==> src/rtl/uart_apb_sequencer.sv <==
// ---------------------------------------------------------------------------
// uart_apb_sequencer
//
// APB master that sequences accesses to a UART register block:
//   - configuration: writes ControlReg1 (0x04) then ControlReg0 (0x03)
//   - RX service:    reads the RX data register (0x01) after an irqreq pulse
//   - TX service:    reads status (0x05); if the UDRE bit is set, writes the
//                    granted requester's byte to the TX register (0x00)
// Two TX requesters are arbitrated round-robin. Every APB transfer is a
// two-cycle SETUP/ACCESS pair with no wait states.
//
// Optional feature macro: UART_SEQ_RX_EN
//   defined   -> RX path present (rx_pend, RXR state, rx_valid, rx_data)
//   undefined -> irqreq ignored, rx_valid/rx_data held at 0
//
// Parameters
//   UDRE_BIT   status-register bit that permits a TX write (default 2)
//
// Ports
//   PCLK, PRESETn            clock, async active-low reset
//   cfg_cr0, cfg_cr1         control register values to program
//   cfg_start                pulse: request a configuration sequence
//   reqN_valid/data/ready    TX requester N handshake (ready = 1-cycle pulse)
//   irqreq                   RX-complete pulse from the UART register block
//   rx_valid, rx_data        1-cycle pulse with the last received byte
//   PSEL..PWDATA, PRDATA     APB master interface
//   busy                     high whenever the FSM is not in IDLE
//   tx_count                 wrapping count of TX bytes written
//
// state | meaning
// ------+--------------------------------------------------------------
// IDLE  | no transfer; APB outputs 0; picks the next job by priority
// CFG1  | write 0x04 <= cfg_cr1
// CFG0  | write 0x03 <= cfg_cr0
// RXR   | read 0x01, capture rx_data
// POLL  | read 0x05, check UDRE bit
// TXW   | write 0x00 <= granted TX byte, pulse granted ready
// ---------------------------------------------------------------------------
module uart_apb_sequencer #(
  parameter int unsigned UDRE_BIT = 2
) (
  input  logic        PCLK,
  input  logic        PRESETn,
  input  logic [7:0]  cfg_cr0,
  input  logic [7:0]  cfg_cr1,
  input  logic        cfg_start,
  input  logic        req0_valid,
  input  logic [7:0]  req0_data,
  output logic        req0_ready,
  input  logic        req1_valid,
  input  logic [7:0]  req1_data,
  output logic        req1_ready,
  input  logic        irqreq,
  output logic        rx_valid,
  output logic [7:0]  rx_data,
  output logic        PSEL,
  output logic        PENABLE,
  output logic        PWRITE,
  output logic [31:0] PADDR,
  output logic [31:0] PWDATA,
  input  logic [31:0] PRDATA,
  output logic        busy,
  output logic [15:0] tx_count
);

  localparam logic [4:0] UDRE_IDX = UDRE_BIT[4:0];

  typedef enum logic [2:0] {
    S_IDLE = 3'd0,
    S_CFG1 = 3'd1,
    S_CFG0 = 3'd2,
    S_RXR  = 3'd3,
    S_POLL = 3'd4,
    S_TXW  = 3'd5
  } state_e;

  state_e      state_q, state_d;
  logic        access_q, access_d;   // 0 = SETUP phase, 1 = ACCESS phase

  logic        cfg_pend_q, cfg_pend_d;
  logic        cfg_done_q, cfg_done_d;
  logic        rr_ptr_q, rr_ptr_d;
  logic        gnt_q, gnt_d;         // 0 = requester 0, 1 = requester 1
  logic [7:0]  txd_q, txd_d;
  logic [7:0]  hold_q, hold_d;       // config byte captured in SETUP
  logic [15:0] tx_count_q, tx_count_d;

  logic        cfg_req;
  logic        rx_req;
  logic        any_valid;
  logic        pick1;
  logic        enter_cfg1;
  logic        enter_poll;
  logic        txw_access;
  logic        cfg0_access;

  // Pending flags are OR-ed with their live pulse so a request arriving
  // while IDLE is served in that same decision cycle.
  assign cfg_req   = cfg_pend_q | cfg_start;
  assign any_valid = req0_valid | req1_valid;
  // both valid: rr_ptr decides; otherwise whichever one is valid
  assign pick1     = (req0_valid && req1_valid) ? rr_ptr_q : req1_valid;

  // -------------------------------------------------------------------------
  // state register
  // -------------------------------------------------------------------------
  always_ff @(posedge PCLK or negedge PRESETn) begin
    if (!PRESETn) begin
      state_q  <= S_IDLE;
      access_q <= 1'b0;
    end else begin
      state_q  <= state_d;
      access_q <= access_d;
    end
  end

  // -------------------------------------------------------------------------
  // next-state logic
  // -------------------------------------------------------------------------
  always_comb begin
    state_d  = state_q;
    access_d = 1'b0;
    if (state_q == S_IDLE) begin
      if (cfg_req)                        state_d = S_CFG1;
      else if (rx_req)                    state_d = S_RXR;
      else if (cfg_done_q && any_valid)   state_d = S_POLL;
    end else if (!access_q) begin
      access_d = 1'b1;
    end else begin
      case (state_q)
        S_CFG1:  state_d = S_CFG0;
        S_POLL:  state_d = PRDATA[UDRE_IDX] ? S_TXW : S_IDLE;
        default: state_d = S_IDLE;
      endcase
    end
  end

  // -------------------------------------------------------------------------
  // output logic
  // -------------------------------------------------------------------------
  always_comb begin
    PSEL       = 1'b0;
    PENABLE    = 1'b0;
    PWRITE     = 1'b0;
    PADDR      = 32'd0;
    PWDATA     = 32'd0;
    req0_ready = 1'b0;
    req1_ready = 1'b0;
    busy       = (state_q != S_IDLE);
    if (state_q != S_IDLE) begin
      PSEL    = 1'b1;
      PENABLE = access_q;
    end
    case (state_q)
      S_CFG1: begin
        PWRITE = 1'b1;
        PADDR  = 32'h0000_0004;
        PWDATA = {24'd0, access_q ? hold_q : cfg_cr1};
      end
      S_CFG0: begin
        PWRITE = 1'b1;
        PADDR  = 32'h0000_0003;
        PWDATA = {24'd0, access_q ? hold_q : cfg_cr0};
      end
      S_RXR:  PADDR = 32'h0000_0001;
      S_POLL: PADDR = 32'h0000_0005;
      S_TXW: begin
        PWRITE     = 1'b1;
        PADDR      = 32'h0000_0000;
        PWDATA     = {24'd0, txd_q};
        req0_ready = access_q & ~gnt_q;
        req1_ready = access_q & gnt_q;
      end
      default: ;
    endcase
  end

  assign tx_count = tx_count_q;

  // -------------------------------------------------------------------------
  // datapath / bookkeeping registers
  // -------------------------------------------------------------------------
  assign enter_cfg1  = (state_q == S_IDLE) && (state_d == S_CFG1);
  assign enter_poll  = (state_q == S_IDLE) && (state_d == S_POLL);
  assign txw_access  = (state_q == S_TXW)  && access_q;
  assign cfg0_access = (state_q == S_CFG0) && access_q;

  always_comb begin
    // a cfg_start during any transfer is simply remembered until IDLE
    cfg_pend_d = (cfg_pend_q | cfg_start) & ~enter_cfg1;
    cfg_done_d = cfg_done_q | cfg0_access;
    rr_ptr_d   = rr_ptr_q ^ txw_access;
    // grant and byte are frozen at IDLE->POLL, so a requester that drops
    // valid early still gets its latched byte written
    gnt_d      = enter_poll ? pick1 : gnt_q;
    txd_d      = enter_poll ? (pick1 ? req1_data : req0_data) : txd_q;
    tx_count_d = tx_count_q + {15'd0, txw_access};
    hold_d     = hold_q;
    if (!access_q) begin
      if (state_q == S_CFG1)      hold_d = cfg_cr1;
      else if (state_q == S_CFG0) hold_d = cfg_cr0;
    end
  end

  always_ff @(posedge PCLK or negedge PRESETn) begin
    if (!PRESETn) begin
      cfg_pend_q <= 1'b0;
      cfg_done_q <= 1'b0;
      rr_ptr_q   <= 1'b0;
      gnt_q      <= 1'b0;
      txd_q      <= 8'd0;
      hold_q     <= 8'd0;
      tx_count_q <= 16'd0;
    end else begin
      cfg_pend_q <= cfg_pend_d;
      cfg_done_q <= cfg_done_d;
      rr_ptr_q   <= rr_ptr_d;
      gnt_q      <= gnt_d;
      txd_q      <= txd_d;
      hold_q     <= hold_d;
      tx_count_q <= tx_count_d;
    end
  end

  // -------------------------------------------------------------------------
  // RX path
  // -------------------------------------------------------------------------
`ifdef UART_SEQ_RX_EN
  logic       rx_pend_q, rx_pend_d;
  logic       rx_valid_q, rx_valid_d;
  logic [7:0] rx_data_q, rx_data_d;
  logic       rxr_access;

  assign rxr_access = (state_q == S_RXR) && access_q;
  assign rx_req     = rx_pend_q | irqreq;

  always_comb begin
    // an irqreq landing in the RXR ACCESS cycle re-arms the flag
    rx_pend_d  = irqreq | (rx_pend_q & ~rxr_access);
    rx_valid_d = rxr_access;
    rx_data_d  = rxr_access ? PRDATA[7:0] : rx_data_q;
  end

  always_ff @(posedge PCLK or negedge PRESETn) begin
    if (!PRESETn) begin
      rx_pend_q  <= 1'b0;
      rx_valid_q <= 1'b0;
      rx_data_q  <= 8'd0;
    end else begin
      rx_pend_q  <= rx_pend_d;
      rx_valid_q <= rx_valid_d;
      rx_data_q  <= rx_data_d;
    end
  end

  assign rx_valid = rx_valid_q;
  assign rx_data  = rx_data_q;
`else
  assign rx_req   = 1'b0;
  assign rx_valid = 1'b0;
  assign rx_data  = 8'd0;
`endif

  // inputs (or bits of them) that only feed the optional RX path
  logic unused_inputs;
  assign unused_inputs = ^{irqreq, PRDATA};

endmodule

==> config.mk <==
export PLATFORM = sky130hd
export DESIGN_NAME = uart_apb_sequencer
export DESIGN_NICKNAME = d
export VERILOG_FILES = /design/src/rtl/uart_apb_sequencer.sv
export SDC_FILE = /design/constraint.sdc
export NUM_CORES = 1
export LEC_CHECK = 0
export CORE_UTILIZATION = 33
export DETAILED_ROUTE_END_ITERATION = 6
export GPL_TIMING_DRIVEN = 0
export PLACE_DENSITY_LB_ADDON = 0.15
export SYNTH_ARGS = -nofsm -noshare
export SYNTH_HDL_FRONTEND = slang
export SYNTH_SLANG_ARGS = --single-unit
==> constraint.sdc <==
create_clock -name PCLK -period 2.26 [get_ports PCLK]
set_clock_uncertainty 0.15 [all_clocks]
set_input_delay 0.452 -clock PCLK [delete_from_list [all_inputs] [get_ports PCLK]]
set_output_delay 0.452 -clock PCLK [all_outputs]
set_load 0.01 [all_outputs]
* After elaboration in Yosys (flattened, before gate mapping)
Cells that the tools add are included.
** Word-level totals
- Register bits after elaboration :: 40
- Bits of input ports :: 70
- Output and inout port bits :: 95
- Word-level logic and storage cells :: 59
** Cells by class
- Add/sub/neg operators :: 1
- Equality and inequality tests :: 7
- Multiplexer cells :: 21
- Bitwise logic cells :: 10
- Reductions and logical operators :: 11
** Operators by type and width (number)
- 2-to-1 mux 8 bit :: 5
- one-hot mux 8 bit (3 select lines) :: 1
- adder 16 x 1 -> 16 bit :: 1
- 2-to-1 mux 3 bit :: 5
- one-hot mux 3 bit (4 select lines) :: 1
- == test 3 bit (second input constant) :: 3
- 2-to-1 mux 1 bit :: 8
- == test 3 x 1 -> 1 bit (second input constant) :: 2
- == test 3 x 2 -> 1 bit (second input constant) :: 2
- logical AND 1 bit :: 6
- one-hot mux 3 bit (2 select lines) :: 1
- AND 1 bit :: 3
- zero test 3 bit :: 1
- NOT 1 bit :: 3
- OR 1 bit :: 3
- nonzero test 3 bit :: 1
- OR reduction 3 bit :: 1
- AND reduction 2 bit :: 1
- nonzero test 2 bit :: 1
- XOR 1 bit :: 1

* Logic depth before layout (Yosys ltp)
- Word-level depth :: 9
- Mapped depth :: 10

* Worst setup path after synthesis
No wires, ideal clock.
- Path kind :: reg-to-reg
- Start :: reg state_q[1]
- End :: reg tx_count_q[14], in the netlist tx_count[14]
- Setup time :: 79 ps
- Arrival time :: 2031 ps
- Slack :: 0 ps
- Stages on the path, launching flop included :: 10
- Buffers on the path :: 1
- Clock period less this slack :: 2260 ps
- Path through :: dfrtp_1 and3b_1 clkbuf_1 nand2_1 inv_1 ha_1 ha_1 nand4_1 nor4_1 xor2_1
** On the way
- Cells in the longest elaborated chain, start to end :: 3
** RTL lines
- start, declared :: RTL line 77 : state_e state_q, state_d;
- start signal, assigned :: RTL line 112 : state_q <= state_d;
- == test 3 bit :: RTL line 185 : assign txw_access = (state_q == S_TXW) && access_q;
- logical AND 1 bit :: RTL line 185
- adder 16 x 1 -> 16 bit :: RTL line 197 : tx_count_d = tx_count_q + {15'd0, txw_access};
- named net tx_count_d[14] :: RTL line 86 : logic [15:0] tx_count_q, tx_count_d;
- end signal, assigned :: RTL line 221 : tx_count_q <= tx_count_d;
- end, declared :: RTL line 86
The timed path passes the listed nets, and every way through them passes these cells.
A chain may end at the register's enable or synchronous reset.

* Worst setup path in the final report
- Start :: reg state_q[2]
- End :: out PWDATA[6]
** On the way
- Cells in the longest elaborated chain, start to end :: 2
- Elaborated cells on any way between the ends :: 4
- Classes of those cells :: eq/ne: 3; mux: 1
** RTL lines
- == test 3 bit (tied with other cells) :: RTL line 154 : case (state_q)
- one-hot mux 8 bit (3 select lines) * :: RTL line 154
- end, declared :: RTL line 60 : output logic [31:0] PWDATA,
Every way passes the cells marked *; elsewhere a longest branch is shown, timed or not.

==> results.md <==
- Nets: 494
- CTS sink count: 40
- Fin crit share: 1.00
- Async SR Flop Fraction: 1.00
- Max-cap violations: 0
- Cells on worst reg2reg path: 7
- DIE WIDTH: 90.4 um
- Slew margin rel.: 0.411
- Worst Max-Slew Pin Slew: 0.884 ns
- RR Startpoint: state_q[1]
- Residual DRC: 0
- Unrepaired setup endpoints after global routing: yes
- Clk slew on worst S/H paths: 0.08 ns
- Final worst setup slack: -0.0103 ns
- Dpl ws: -0.407 ns
- TritonCTS clock tree: yes
- Top cell type's share of synthesized area: 0.388
- Pwr Total: 0.00358 W
- Hold Fails Final Rpt: 0
- Slew Limit Fails: 0
- FILL cells: 714
- Initial Utilization: 0.348
- Share of cells above drive strength 1: 0.307
- Peak supply drop: 0.000364 V
- Worst path arrival time: 1.67 ns
- Finished Layout Cells: 522
- Routed via count: 2,266
- Worst Setup SP: state_q[2]
- #FFs+latches synth: 40
- Total congestion overflow: 0
- First-pass GRT wire length: 10,000 um
- Total GRT Usage: 0.152
- Initial antenna violation count: 0
- Violated checks: setup timing
- Vias per cell: 4.34
- Initial DRC Count: 112
- Synthesized instance count: 269
- Hold slack: 0.128 ns
- WL final: 6140 um
- Netlist cell types: 34
- Worst R2R Setup Slack: 0.06 ns
- Sequential area share after synthesis: 0.388
- Core ar.: 0.00741 mm2
- CTS H-tree depth: 2
- Worst Setup End Kind: output port
- Max FO, Critical Path: 6
- Pleak: 1.97 nW
- Most used DFF post-synth: dfrtp_1
- Startpoint types: register
- Hold Path Class: in -> async
- Fmax: 0.440 GHz
- Die area: 0.00818 mm2
- Number of buffers created by CTS: 5
- Final setup vio count: 2
- Drt first pass iters: 4
- P&R area growth vs syn: 53.3%
- Die height: 90.4 um
- Buffers on Ports: 69
- DP Wirelength: 4490 um
- Pwr/cell area: 905 mW/mm2
- Clock Root Buffer: clkbuf_8
- Synth top area cells: dfrtp_1 39%, buf_4 19%, nand3b_1 7.0%, a31oi_1 3.9%, a221o_1 3.5%
- Row count: 31
- Fin crit period: 2.27 ns
- Status: complete, but fails checks
- N_diodes: 0
- Max Root-Sink Buffers: 2
- Post-synth top area cell: dfrtp_1
- WP data required: 1.66 ns
- Post-synth EDFFs: 0
- IO Pins: 165
- Placed cell count: 498
- Later-pin clock latency in the skew report: 0.29 ns
- Post-route ant nets: 0
- Warnings from Yosys: 0
- Register area: 0.00100 mm2
- Mapped cell area: 0.00258 mm2
- Gp weighted congestion: 0.730
- Multi-input logic area: 0.00136 mm2
- Routed len/inst: 11.8 um
- Crit Path Class: reg -> out
- Synth Area per Inst: 9.60 um2
- Vias in the first global route: 2,032
- Largest net degree at the start of global routing: 41
==> kinds of logic after synthesis <==
kind of cell | after synthesis | share of synthesized area
AOI/OAI and AO/OA | 58 | 0.152
and+or+nand+nor | 71 | 0.173
xor gates and xnor gates | 15 | 0.0509
buffers and inverters | 81 | 0.220
muxes | 1 | 0.00582
other | 1 | 0.00145
adders and majority gates | 2 | 0.00969
DFF | 40 | 0.388
==> cell usage in the layout (no fill, tap or decap), types with 8 or more instances in the layout <==
| master | count |
|---|---|
| nand3b_1 | 24 |
| conb_1 | 62 |
| buf_6 | 9 |
| a31oi_1 | 16 |
| xnor2_1 | 8 |
| dfrtp_1 | 37 |
| a221o_1 | 9 |
| clkdlybuf4s50_1 | 51 |
| nor2_1 | 9 |
| o21ai_0 | 10 |
| buf_4 | 78 |
| buf_2 | 8 |
| a21o_1 | 10 |
| a21oi_2 | 8 |
==> synth_stat cells (4+ instances only) <==
cell type	number
nand2b_1	6
nand3b_1	24
xnor2_1	8
buf_4	64
o21ai_0	10
a31oi_1	16
nand3_1	5
nand4_1	5
dfrtp_1	40
xor2_1	7
a21o_1	10
clkbuf_1	8
a221o_1	9
a21oi_1	10
nor4_1	4
nand2_1	4
nor2_1	9
inv_1	6
==> path summary, 6_finish.rpt <==
kind / to
setup / recovery: PWDATA[6]
hold / removal: cfg_pend_q
min in group PCLK: cfg_done_q
max in group asynchronous: state_q[1]
hold reg to reg: cfg_done_q
setup reg to reg: tx_count[15]
==> metrics by stage <==
stage	TNS (ns)	cell area (um2)	util
6_report	-0.0154	3960	0.534
5_1_grt	-0.441	3960	0.534
4_1_cts	-0.118	3870	0.522
3_5_place_dp	-5.46	3620	0.489
3_3_place_gp	-22.34	3620	0.489
2_1_floorplan	0	2810	-
==> report_power, final <==
part / switching, W / total, W / internal (W)
Clock: 0.000238 / 0.000488 / 0.000249
Sequential: 0.000205 / 0.00116 / 0.000955
Combinational: 0.000896 / 0.00194 / 0.00104
==> worst max-delay path, cell delays in order, from the launching register on <==
cell,delay (ns)
dfrtp_1,0.38
buf_6,0.13
and3b_2,0.26
buf_6,0.14
a221o_1,0.33
buf_2,0.15
==> sequential cells by signal, summed over array words and instances, names as in the netlist <==
register,cells
cfg_done_q,1
txd_q,8
access_q,1
tx_count,16
hold_q,8
cfg_pend_q,1
rr_ptr_q,1
gnt_q,1
state_q,3
==> metal layers <==
layer,part of all wire,vias up,GRT usage
li1,-,1134,-
met5,0,-,0
met1,0.45,1022,0.210
met3,0.084,8,0.0320
met4,0.016,0,0.0632
met2,0.45,102,0.230
==> layout make-up <==
type	count	share of cell area
tap	99	0.0313
multi-input combinational	209	0.343
timing repair buffer	88	0.202
clock buffer	8	0.0228
sequential	40	0.254
inverter	6	0.00569
buffer	72	0.141
==> repair_timing <==
item | in CTS | in global routing
setup buffers | 13 | 6
resized for setup | 77 | 13
pin swaps | 13 | 7
hold buffers | 0 | 0
endpoints found under the setup margin | 28 | 16
No activity file was read; power rests on OpenSTA's default activity.
